File: src/rtl/sync_ising_matrix.sv
// sync_ising_matrix: clocked array of N phase-accumulator spins coupled through
// runtime-programmable symmetric weights. A run loads initial spins into the
// phase MSBs, advances every accumulator once per cycle for run_cycles cycles
// at a rate set by its local field, then samples the spin values.
//
// Control is a level-sampled strobe interface (no valid/ready handshake):
// start, stop and wr_en are sampled on every rising clk edge. start is acted
// on only in IDLE, wr_en only in IDLE with an in-range address, and stop only
// in IDLE (suppressing a same-cycle start) or RUN (abort).
module sync_ising_matrix #(
    parameter int N           = 3,
    parameter int NUM_WEIGHTS = 5,
    parameter int PHASE_BITS  = 4,
    parameter int CYC_W       = 16,
    localparam int WW         = $clog2(NUM_WEIGHTS),
    localparam int NP         = N * (N - 1) / 2,
    localparam int AW         = (NP > 1) ? $clog2(NP) : 1
) (
    input  logic                    clk,
    input  logic                    rstn,
    input  logic                    wr_en,
    input  logic [AW-1:0]           wr_addr,
    input  logic [WW-1:0]           wr_data,
    input  logic                    start,
    input  logic                    stop,
    input  logic [CYC_W-1:0]        run_cycles,
    input  logic [N-1:0]            init_spins,
    output logic                    busy,
    output logic                    done,
    output logic [N-1:0]            spins_out,
    output logic [N*PHASE_BITS-1:0] phase_out
);

    localparam int MID = (NUM_WEIGHTS - 1) / 2;
    // Field magnitude is at most (N-1)*MID < N*2^WW, plus sign and margin.
    localparam int HW  = WW + $clog2(N) + 2;

    localparam logic [1:0] S_IDLE = 2'd0;
    localparam logic [1:0] S_RUN  = 2'd1;
    localparam logic [1:0] S_DONE = 2'd2;

    logic [1:0]             state_q, state_d;
    logic [CYC_W-1:0]       cnt_q, cnt_d;
    logic [WW-1:0]          w_q [NP];
    logic [PHASE_BITS-1:0]  phase_q [N];
    logic [PHASE_BITS-1:0]  phase_d [N];
    logic [PHASE_BITS-1:0]  step_c [N];
    logic signed [HW-1:0]   field_c [N];
    logic signed [HW-1:0]   align_c [N];
    logic [N-1:0]           msb_c;
    logic [N-1:0]           spins_q, spins_d;
    logic                   done_q, done_d;
    logic                   wr_ok;

    // Upper-triangle pair index for a < b.
    function automatic int pair_idx(input int a, input int b);
        return N * a - a * (a + 1) / 2 + b - a - 1;
    endfunction

    // Signed coupling strength encoded by a weight code (MID means zero).
    function automatic logic signed [HW-1:0] coupling(input logic [WW-1:0] code);
        return $signed({{(HW - WW){1'b0}}, code}) - $signed(HW'(MID));
    endfunction

    // Local field per spin and the resulting phase step (+3 anti-aligned, +2 zero, +1 aligned).
    always_comb begin
        for (int i = 0; i < N; i++) begin
            msb_c[i]   = phase_q[i][PHASE_BITS-1];
            field_c[i] = '0;
            for (int j = 0; j < N; j++) begin
                if (j != i) begin
                    if (phase_q[j][PHASE_BITS-1])
                        field_c[i] = field_c[i]
                                   + coupling(w_q[AW'(pair_idx((i < j) ? i : j, (i < j) ? j : i))]);
                    else
                        field_c[i] = field_c[i]
                                   - coupling(w_q[AW'(pair_idx((i < j) ? i : j, (i < j) ? j : i))]);
                end
            end
            align_c[i] = phase_q[i][PHASE_BITS-1] ? field_c[i] : -field_c[i];
            if (align_c[i] < 0)
                step_c[i] = PHASE_BITS'(3);
            else if (align_c[i] == 0)
                step_c[i] = PHASE_BITS'(2);
            else
                step_c[i] = PHASE_BITS'(1);
        end
    end

    assign wr_ok = (state_q == S_IDLE) && wr_en && ({1'b0, wr_addr} < (AW + 1)'(NP));

    // Weight storage: writable only while idle, reset to zero coupling.
    always_ff @(posedge clk or negedge rstn) begin
        if (!rstn) begin
            for (int k = 0; k < NP; k++) w_q[k] <= WW'(MID);
        end else if (wr_ok) begin
            w_q[wr_addr] <= wr_data;
        end
    end

    // Run FSM next-state: load on start, step while running, sample on completion.
    always_comb begin
        state_d = state_q;
        cnt_d   = cnt_q;
        done_d  = 1'b0;
        spins_d = spins_q;
        for (int i = 0; i < N; i++) phase_d[i] = phase_q[i];
        case (state_q)
            S_IDLE: begin
                if (start && !stop) begin
                    cnt_d = run_cycles;
                    for (int i = 0; i < N; i++)
                        phase_d[i] = {init_spins[i], {(PHASE_BITS - 1){1'b0}}};
                    state_d = (run_cycles == '0) ? S_DONE : S_RUN;
                end
            end
            S_RUN: begin
                if (stop) begin
                    state_d = S_IDLE;
                end else begin
                    for (int i = 0; i < N; i++) phase_d[i] = phase_q[i] + step_c[i];
                    cnt_d = cnt_q - CYC_W'(1);
                    if (cnt_q == CYC_W'(1)) state_d = S_DONE;
                end
            end
            S_DONE: begin
                spins_d = msb_c;
                done_d  = 1'b1;
                state_d = S_IDLE;
            end
            default: state_d = S_IDLE;
        endcase
    end

    // Run FSM and datapath registers.
    always_ff @(posedge clk or negedge rstn) begin
        if (!rstn) begin
            state_q <= S_IDLE;
            cnt_q   <= '0;
            done_q  <= 1'b0;
            spins_q <= '0;
            for (int i = 0; i < N; i++) phase_q[i] <= '0;
        end else begin
            state_q <= state_d;
            cnt_q   <= cnt_d;
            done_q  <= done_d;
            spins_q <= spins_d;
            for (int i = 0; i < N; i++) phase_q[i] <= phase_d[i];
        end
    end

    assign busy      = (state_q == S_RUN);
    assign done      = done_q;
    assign spins_out = spins_q;

    // Pack live phases, spin i in slice i.
    always_comb begin
        phase_out = '0;
        for (int i = 0; i < N; i++) phase_out[i*PHASE_BITS +: PHASE_BITS] = phase_q[i];
    end

endmodule

File: config.mk
export PLATFORM = sky130hd
export DESIGN_NAME = sync_ising_matrix
export DESIGN_NICKNAME = d
export VERILOG_FILES = /design/src/rtl/sync_ising_matrix.sv
export SDC_FILE = /design/constraint.sdc
export NUM_CORES = 1
export LEC_CHECK = 0
export CAP_MARGIN = 25
export CORE_ASPECT_RATIO = 0.6
export CORE_UTILIZATION = 58
export CTS_CLUSTER_SIZE = 16
export DETAILED_ROUTE_END_ITERATION = 7
export PLACE_DENSITY = 0.86
export SLEW_MARGIN = 20
export SYNTH_ARGS = -nofsm -noshare
export SYNTH_HDL_FRONTEND = slang
export SYNTH_SLANG_ARGS = --single-unit
File: constraint.sdc
create_clock -name clk -period 7.73 [get_ports clk]
set_clock_uncertainty 0.05 [all_clocks]
set_input_delay 1.9325 -clock clk [delete_from_list [all_inputs] [get_ports clk]]
set_output_delay 1.9325 -clock clk [all_outputs]
set_load 0.01 [all_outputs]
==> flow_metrics.tcl, run 1 <==
set metrics [dict create \
    quantity_of_hold_fixing_buffers_added_after_cts 0 \
    post_cts.resized_instances 0 \
    post-cts-setup-buffer-count 0 \
    htreeDepth 2 \
    area_delta_synth_final_pct 19.2 \
    async_flop_share_pct 100 \
    synthXorXnorAreaFrac_pct 1.88 \
    setup.worst_path.class "flip-flop to primary output" \
    relSlewSlack_pct 43.9 \
    placedCellCount 415 \
    area.sequential_sq_um 853 \
    yosysUniqueCellTypes 57 \
    dominantRegCellSynth "sky130_fd_sc_hd__dfrtp_1" \
    finalInstanceArea_sq_um 3180 \
    drc_errors 0 \
    antenna-diode-count 0 \
    outcome "completed" \
    final_nets 412 \
    total_congestion_overflow_after_global_routing 0 \
    cts_made_buffers 5 \
    worst-slew-pin-transition_ns 0.842 \
    ys_seq_area_share_pct 32.0 \
    end_kind "primary output" \
    layout_worst_path_cycle_share_pct 63.3 \
    clockRootBuffer "sky130_fd_sc_hd__clkbuf_8" \
    hp-class "flip-flop to flip-flop" \
    initial_core_util_pct 62.6 \
    avgViaCountPerCell 6.06 \
    via_count_of_the_first_global_routing_pass 2252 \
    post_synth_fa_ha_maj_area_fraction_pct 11.0 \
    route.antenna.remaining_nets 0 \
    placed_cell_area_sq_um 3060 \
    drt-initial-drc-count 223 \
    wire_per_inst_um 16.0 \
    gp_congestion 0.859 \
    finalHoldViolCount 0 \
    static-leakage-power_uw 0.00132 \
    n_fill_cell 324 \
    worst_skew_pair.late_latency_ns 0.29 \
    cap_viol_max_count 0 \
    synth-edff-count 0 \
    multi_input_comb_area_sq_um 1640 \
    power-per-cell-area_nw_per_um2 368 \
    max_clock_freq_ghz 0.204 \
    globalRouteTotalUtil_pct 30.4 \
    timing.final.crit_period_ns 4.89 \
    dominant_combinational_cell_family_by_area_after_synthesis "compound AO/OA/AOI/OAI gates" \
    cts.sink_count 34 \
    die_h_um 54.5 \
    syn-instance-count 327 \
    worst_setup_path_start_kind "flip-flop" \
    postLayoutSetupSlackWorst_ns 2.84 \
    finalSetupViolations 0 \
    critical_path_required_ns 5.75 \
    wire_length_of_the_first_global_routing_pass_um 10700 \
    finalNonFillerCells 423 \
    synth_seq_cells 34 \
    first_pass_iters 5 \
    maxSlewViolCount 0 \
    drive_above_1_share_pct 6.89 \
    totalWireLength_um 6770 \
    vdd_ir_drop_max_mv 0.282 \
    totalNegativeSetupSlack_ns 0 \
    synth_simple_gate_area_share_pct 22.1 \
    synth-compound-area-share_pct 22.3 \
    path_max_fanout 28 \
    finalPower_uw 1170 \
    ioPinCount 46 \
    arrival_ns 2.91 \
    detailed_place_hpwl_um 5090 \
    pin_count_of_the_biggest_net_entering_global_routing 35 \
    synthMuxAreaShare_pct 3.24 \
    cts.reportedPaths.clkPinSlew_ns 0.07 \
    dpl_worst_slack_ns 3.27 \
    cts_tree "yes" \
    dieWidth_um 89.5 \
    antenna_violations_before_repair 0 \
    synth_warnings 0 \
    grt_setup_unrepaired "false" \
    via_total_after_detailed_routing 2564 \
    placementRows 18 \
    die_area_sq_um 4880 \
    core_region_area_sq_um 4260 \
    clk_path_buf_depth 2 \
    netlist_area_sq_um 2670 \
    avgSynthCellArea_sq_um 8.15 \
    port-buffer-count 39 \
]
## per-stage QoR
step                hold slack (ns)  util [%]
CTS                           0.446      74.6
global placement              0.415      71.9
global route                  0.470      74.6
finish                        0.436      74.6
detailed placement            0.431      71.9
floorplan                     0.398         -
## cell usage in the layout (no fill, tap or decap), drive strengths merged, types with 10 or more instances in the layout
cell type / count
nor2: 34
dfrtp: 32
nand3: 10
nor3: 13
inv: 23
clkdlybuf4s50: 39
nand2: 26
ha: 17
o21ai: 33
a21oi: 30
## critical path, stage by stage, from the launching register on
cell                              delay, ns
sky130_fd_sc_hd__dfrtp_1               0.41
sky130_fd_sc_hd__nand2b_1              0.69
sky130_fd_sc_hd__clkinv_1              0.83
sky130_fd_sc_hd__clkdlybuf4s50_1       0.69
## area by class of cell
| class | instances | area share, % |
|---|---|---|
| Clock buffer | 7 | 2.72 |
| Timing Repair Buffer | 41 | 12.8 |
| Multi-Input combinational cell | 256 | 51.5 |
| Tap cell | 60 | 2.36 |
| Clock inverter | 1 | 0.946 |
| Inverter | 24 | 2.84 |
| Sequential cell | 34 | 26.9 |
## worst paths after layout
check                                              start                        to  slack [ns]  cells past startpoint
worst max-delay path              state_q[1]$_DFFE_PN0P_                      busy        2.84                      3
worst min-delay path            spins_out[2]$_DFFE_PN0P_  spins_out[2]$_DFFE_PN0P_        0.44                      2
worst max register to register        w_q[4]$_DFFE_PN1P_  phase_out[1]$_DFFE_PN0P_        3.13                     15
worst min register to register  spins_out[2]$_DFFE_PN0P_  spins_out[2]$_DFFE_PN0P_        0.44                      2
max in group asynchronous                           rstn        w_q[4]$_DFFE_PN1P_        5.29                      2
min in group asynchronous                           rstn      cnt_q[3]$_DFFE_PN0P_        1.99                      2
## registers in the layout, summed over array words and instances, names as in the netlist
register   cells
done           1
spins_out      3
w_q            6
phase_out      6
state_q        2
cnt_q         16
## report_power, final
part	total [uW]	internal, uW	switching [uW]
Sequential	282	229	53.3
Clock	172	105	67.1
Combinational	713	304	409
Total	1170	638	529
## cells by family after synthesis
kind of cell,count (synthesis)
muxes,8
other,1
xor gates and xnor gates,4
buffers and inverters,42
adders and majority gates,21
AOI/OAI and AO/OA,98
and+or+nand+nor,119
DFF,34
## synth_stat cells, types with 5 or more instances
| master | n | area share (%) |
|---|---|---|
| sky130_fd_sc_hd__nor2_1 | 34 | 4.8 |
| sky130_fd_sc_hd__o21ai_0 | 33 | 6.2 |
| sky130_fd_sc_hd__dfrtp_1 | 32 | 30 |
| sky130_fd_sc_hd__a21oi_1 | 30 | 5.6 |
| sky130_fd_sc_hd__nand2_1 | 26 | 3.7 |
| sky130_fd_sc_hd__inv_1 | 23 | 3.2 |
| sky130_fd_sc_hd__ha_1 | 17 | 8.0 |
| sky130_fd_sc_hd__nor3_1 | 13 | 2.4 |
| sky130_fd_sc_hd__clkbuf_1 | 10 | 1.4 |
| sky130_fd_sc_hd__nand3_1 | 10 | 1.9 |
| sky130_fd_sc_hd__nor4_1 | 9 | 2.1 |
| sky130_fd_sc_hd__buf_4 | 6 | 1.7 |
| sky130_fd_sc_hd__o22ai_1 | 6 | 1.4 |
| sky130_fd_sc_hd__mux2_2 | 5 | 2.1 |
| sky130_fd_sc_hd__or3_1 | 5 | 1.2 |
## per-layer routing
layer  global-route usage [%]  routed length (um)  share of wire, %
met5                        0                   0                 0
met4                     12.4                 146               2.2
met3                     7.84                 647               9.6
met2                     42.1                2690                40
met1                     44.7                3290                49
No activity file was read; power rests on OpenSTA's default activity.
==> inputs of run 2 (changes only) <==
--- a/config.mk
+++ b/config.mk
@@ -7,10 +7,10 @@
 export LEC_CHECK = 0
 export CAP_MARGIN = 25
 export CORE_ASPECT_RATIO = 0.6
-export CORE_UTILIZATION = 58
+export CORE_UTILIZATION = 54
 export CTS_CLUSTER_SIZE = 16
 export DETAILED_ROUTE_END_ITERATION = 7
-export PLACE_DENSITY = 0.86
+export PLACE_DENSITY = 0.81
 export SLEW_MARGIN = 20
 export SYNTH_ARGS = -nofsm -noshare
 export SYNTH_HDL_FRONTEND = slang
==> constraint.sdc (replaced) <==
create_clock -name clk -period 4.9 [get_ports clk]
set_clock_uncertainty 0.05 [all_clocks]
set_input_delay 1.225 -clock clk [delete_from_list [all_inputs] [get_ports clk]]
set_output_delay 1.225 -clock clk [all_outputs]
set_load 0.01 [all_outputs]
==> run 2 against run 1 <==
Wire length is 0.12% higher. Sequential power is 58% higher. Hold slack worse by 0.0011 ns. Worst setup slack worse by 2.5 ns. Largest cell class unchanged. First-iteration DRC count is 7.6% higher. Non-clock buffer count is 2 higher. Clock-buffer cell count stayed put. Combinational power is 57% higher. Largest power group unchanged. Final cell count is 1.2% higher. Critical path depth is 14 higher. Global-route usage is 2.9 points lower. Sequential cell count stayed put.
==> flow_metrics.tcl, run 2 (synthesis gave the netlist of run 1 again) <==
set metrics [dict create \
    crit_path_start "w_q[4]$_DFFE_PN1P_" \
    post-cts-setup-buffer-count 0 \
    totalWireLength_um 6780 \
    cts.sink_count 34 \
    detailed_place_hpwl_um 5090 \
    drive_above_1_share_pct 7.40 \
    ioPinCount 46 \
    static-leakage-power_uw 0.00133 \
    cts.reportedPaths.clkPinSlew_ns 0.08 \
    clk_path_buf_depth 2 \
    drt-initial-drc-count 240 \
    logic_gate_share_of_total_power_pct 60.8 \
    cellInternalPower_uw 1010 \
    wire_length_of_the_first_global_routing_pass_um 11200 \
    die_h_um 56.4 \
    avgViaCountPerCell 5.93 \
    globalRouteTotalUtil_pct 27.5 \
    maxSlewViolCount 0 \
    swShare_pct 45.0 \
    area.sequential_sq_um 853 \
    n_fill_cell 403 \
    outcome "completed" \
    sequentialPowerShare_pct 24.2 \
    most-common-layout-cells "sky130_fd_sc_hd__clkdlybuf4s50_1, sky130_fd_sc_hd__nor2_1, sky130_fd_sc_hd__o21ai_0, sky130_fd_sc_hd__dfrtp_1, sky130_fd_sc_hd__a21oi_1" \
    r2r-start "w_q[4]$_DFFE_PN1P_" \
    cts_made_buffers 5 \
    multi_input_comb_area_sq_um 1640 \
    layout_worst_path_cycle_share_pct 93.4 \
    final_nets 414 \
    antenna-diode-count 0 \
    critical_path_required_ns 4.97 \
    final_core_util_pct 68.6 \
    post_cts.resized_instances 0 \
    clockRootBuffer "sky130_fd_sc_hd__clkbuf_8" \
    dieWidth_um 92.7 \
    wire_per_inst_um 15.8 \
    finalHoldViolCount 0 \
    arrival_ns 4.65 \
    hp-class "flip-flop to flip-flop" \
    total_congestion_overflow_after_global_routing 0 \
    die_area_sq_um 5230 \
    core_region_area_sq_um 4660 \
    relSlewSlack_pct 44.8 \
    clock_power_share_pct 15.0 \
    htreeDepth 2 \
    min-delay-start "cnt_q[14]$_DFFE_PN0P_" \
    gp_congestion 0.832 \
    net-switching-power_uw 827 \
    final_common_cell "sky130_fd_sc_hd__clkdlybuf4s50_1" \
    cts_tree "yes" \
    max_clock_freq_ghz 0.219 \
    timing.final.crit_period_ns 4.57 \
    quantity_of_hold_fixing_buffers_added_after_cts 0 \
    end_kind "flip-flop" \
    via_total_after_detailed_routing 2538 \
    setup.worst_path.class "flip-flop to flip-flop" \
    vdd_ir_drop_max_mv 0.517 \
    antenna_violations_before_repair 0 \
    totalNegativeSetupSlack_ns 0 \
    initial_core_util_pct 57.2 \
    placementRows 19 \
    largest_reg_flops 16 \
    pin_count_of_the_biggest_net_entering_global_routing 35 \
    port-buffer-count 39 \
    finalSetupViolations 0 \
    first_pass_iters 5 \
    power-per-cell-area_nw_per_um2 576 \
    route.antenna.remaining_nets 0 \
    cap_viol_max_count 0 \
    worst_setup_path_start_kind "flip-flop" \
    via_count_of_the_first_global_routing_pass 2187 \
    whs_ns 0.435 \
    worst-slew-pin-transition_ns 0.817 \
    drc_errors 0 \
    top_register "cnt_q" \
    area_delta_synth_final_pct 19.9 \
    path_max_fanout 4 \
    grt_setup_unrepaired "false" \
    worst_skew_pair.late_latency_ns 0.29 \
]
[run 2: changes by cell type in the layout (fill, tap and decap cells not counted), sizes merged]
cell,delta
buf,+2
[run 2: worst max-delay path: stages, from the launching register on]
cell and delay, ns:
sky130_fd_sc_hd__dfstp_2 0.56, sky130_fd_sc_hd__inv_1 0.10, sky130_fd_sc_hd__fa_1 0.50, sky130_fd_sc_hd__nor2_1 0.14, sky130_fd_sc_hd__a21oi_1 0.06, sky130_fd_sc_hd__ha_1 0.26
sky130_fd_sc_hd__a211oi_1 0.44, sky130_fd_sc_hd__o21bai_1 0.23, sky130_fd_sc_hd__or3_1 0.36, sky130_fd_sc_hd__a32oi_2 0.26, sky130_fd_sc_hd__o31ai_1 0.15, sky130_fd_sc_hd__o21a_1 0.14
sky130_fd_sc_hd__or3b_1 0.37, sky130_fd_sc_hd__ha_1 0.28, sky130_fd_sc_hd__a21oi_1 0.18, sky130_fd_sc_hd__o21ai_0 0.10, sky130_fd_sc_hd__a21oi_1 0.16, sky130_fd_sc_hd__a21oi_1 0.06
[run 2: power by group through the flow]
stage,combinational (uW),clock [uW],sequential (uW)
after CTS,1100,274,443
after global routing,1240,290,457
after detailed placement,1090,0,447
after floorplan,811,0,433
final,1120,276,445
after global placement,1050,0,444
[run 2: per-layer routing]
| layer | track usage [%] | vias up | wire length [um] |
|---|---|---|---|
| met5 | 0 | - | 0 |
| met3 | 7.18 | 5 | 585 |
| met1 | 44.1 | 1187 | 3430 |
| li1 | - | 1233 | - |
| met2 | 37.7 | 113 | 2750 |
| met4 | 3.08 | 0 | 25 |
[run 2: final timing paths]
kind,end,slack [ns],cells after the start
max in group asynchronous,w_q[4]$_DFFE_PN1P_,3.16,2
min,cnt_q[14]$_DFFE_PN0P_,0.44,1
max reg2reg,phase_out[3]$_DFFE_PN0P_,0.33,17
min in group asynchronous,cnt_q[0]$_DFFE_PN0P_,1.29,2
min reg2reg,cnt_q[14]$_DFFE_PN0P_,0.44,1
max,phase_out[3]$_DFFE_PN0P_,0.33,17
[run 2: final cells by class]
| class | count | share of cell area (%) |
|---|---|---|
| Timing Repair Buffer | 43 | 13.2 |
| Clock inverter | 1 | 0.940 |
| Clock buffer | 7 | 2.70 |
| Tap cell | 63 | 2.47 |
| Inverter | 24 | 2.82 |
| Sequential cell | 34 | 26.7 |
| Multi-Input combinational cell | 256 | 51.2 |
[run 2: stage by stage]
| step | setup WS, ns | power, uW | area [sq um] | cells |
|---|---|---|---|---|
| after floorplan | 0.968 | 1240 | 2680 | 332 |
| after global placement | 0.691 | 1490 | 3080 | 420 |
| after detailed placement | 0.476 | 1540 | 3080 | 420 |
| after CTS | 0.386 | 1820 | 3190 | 428 |
| after global routing | 0.0831 | 1990 | 3190 | 428 |
| final | 0.325 | 1840 | 3190 | 428 |
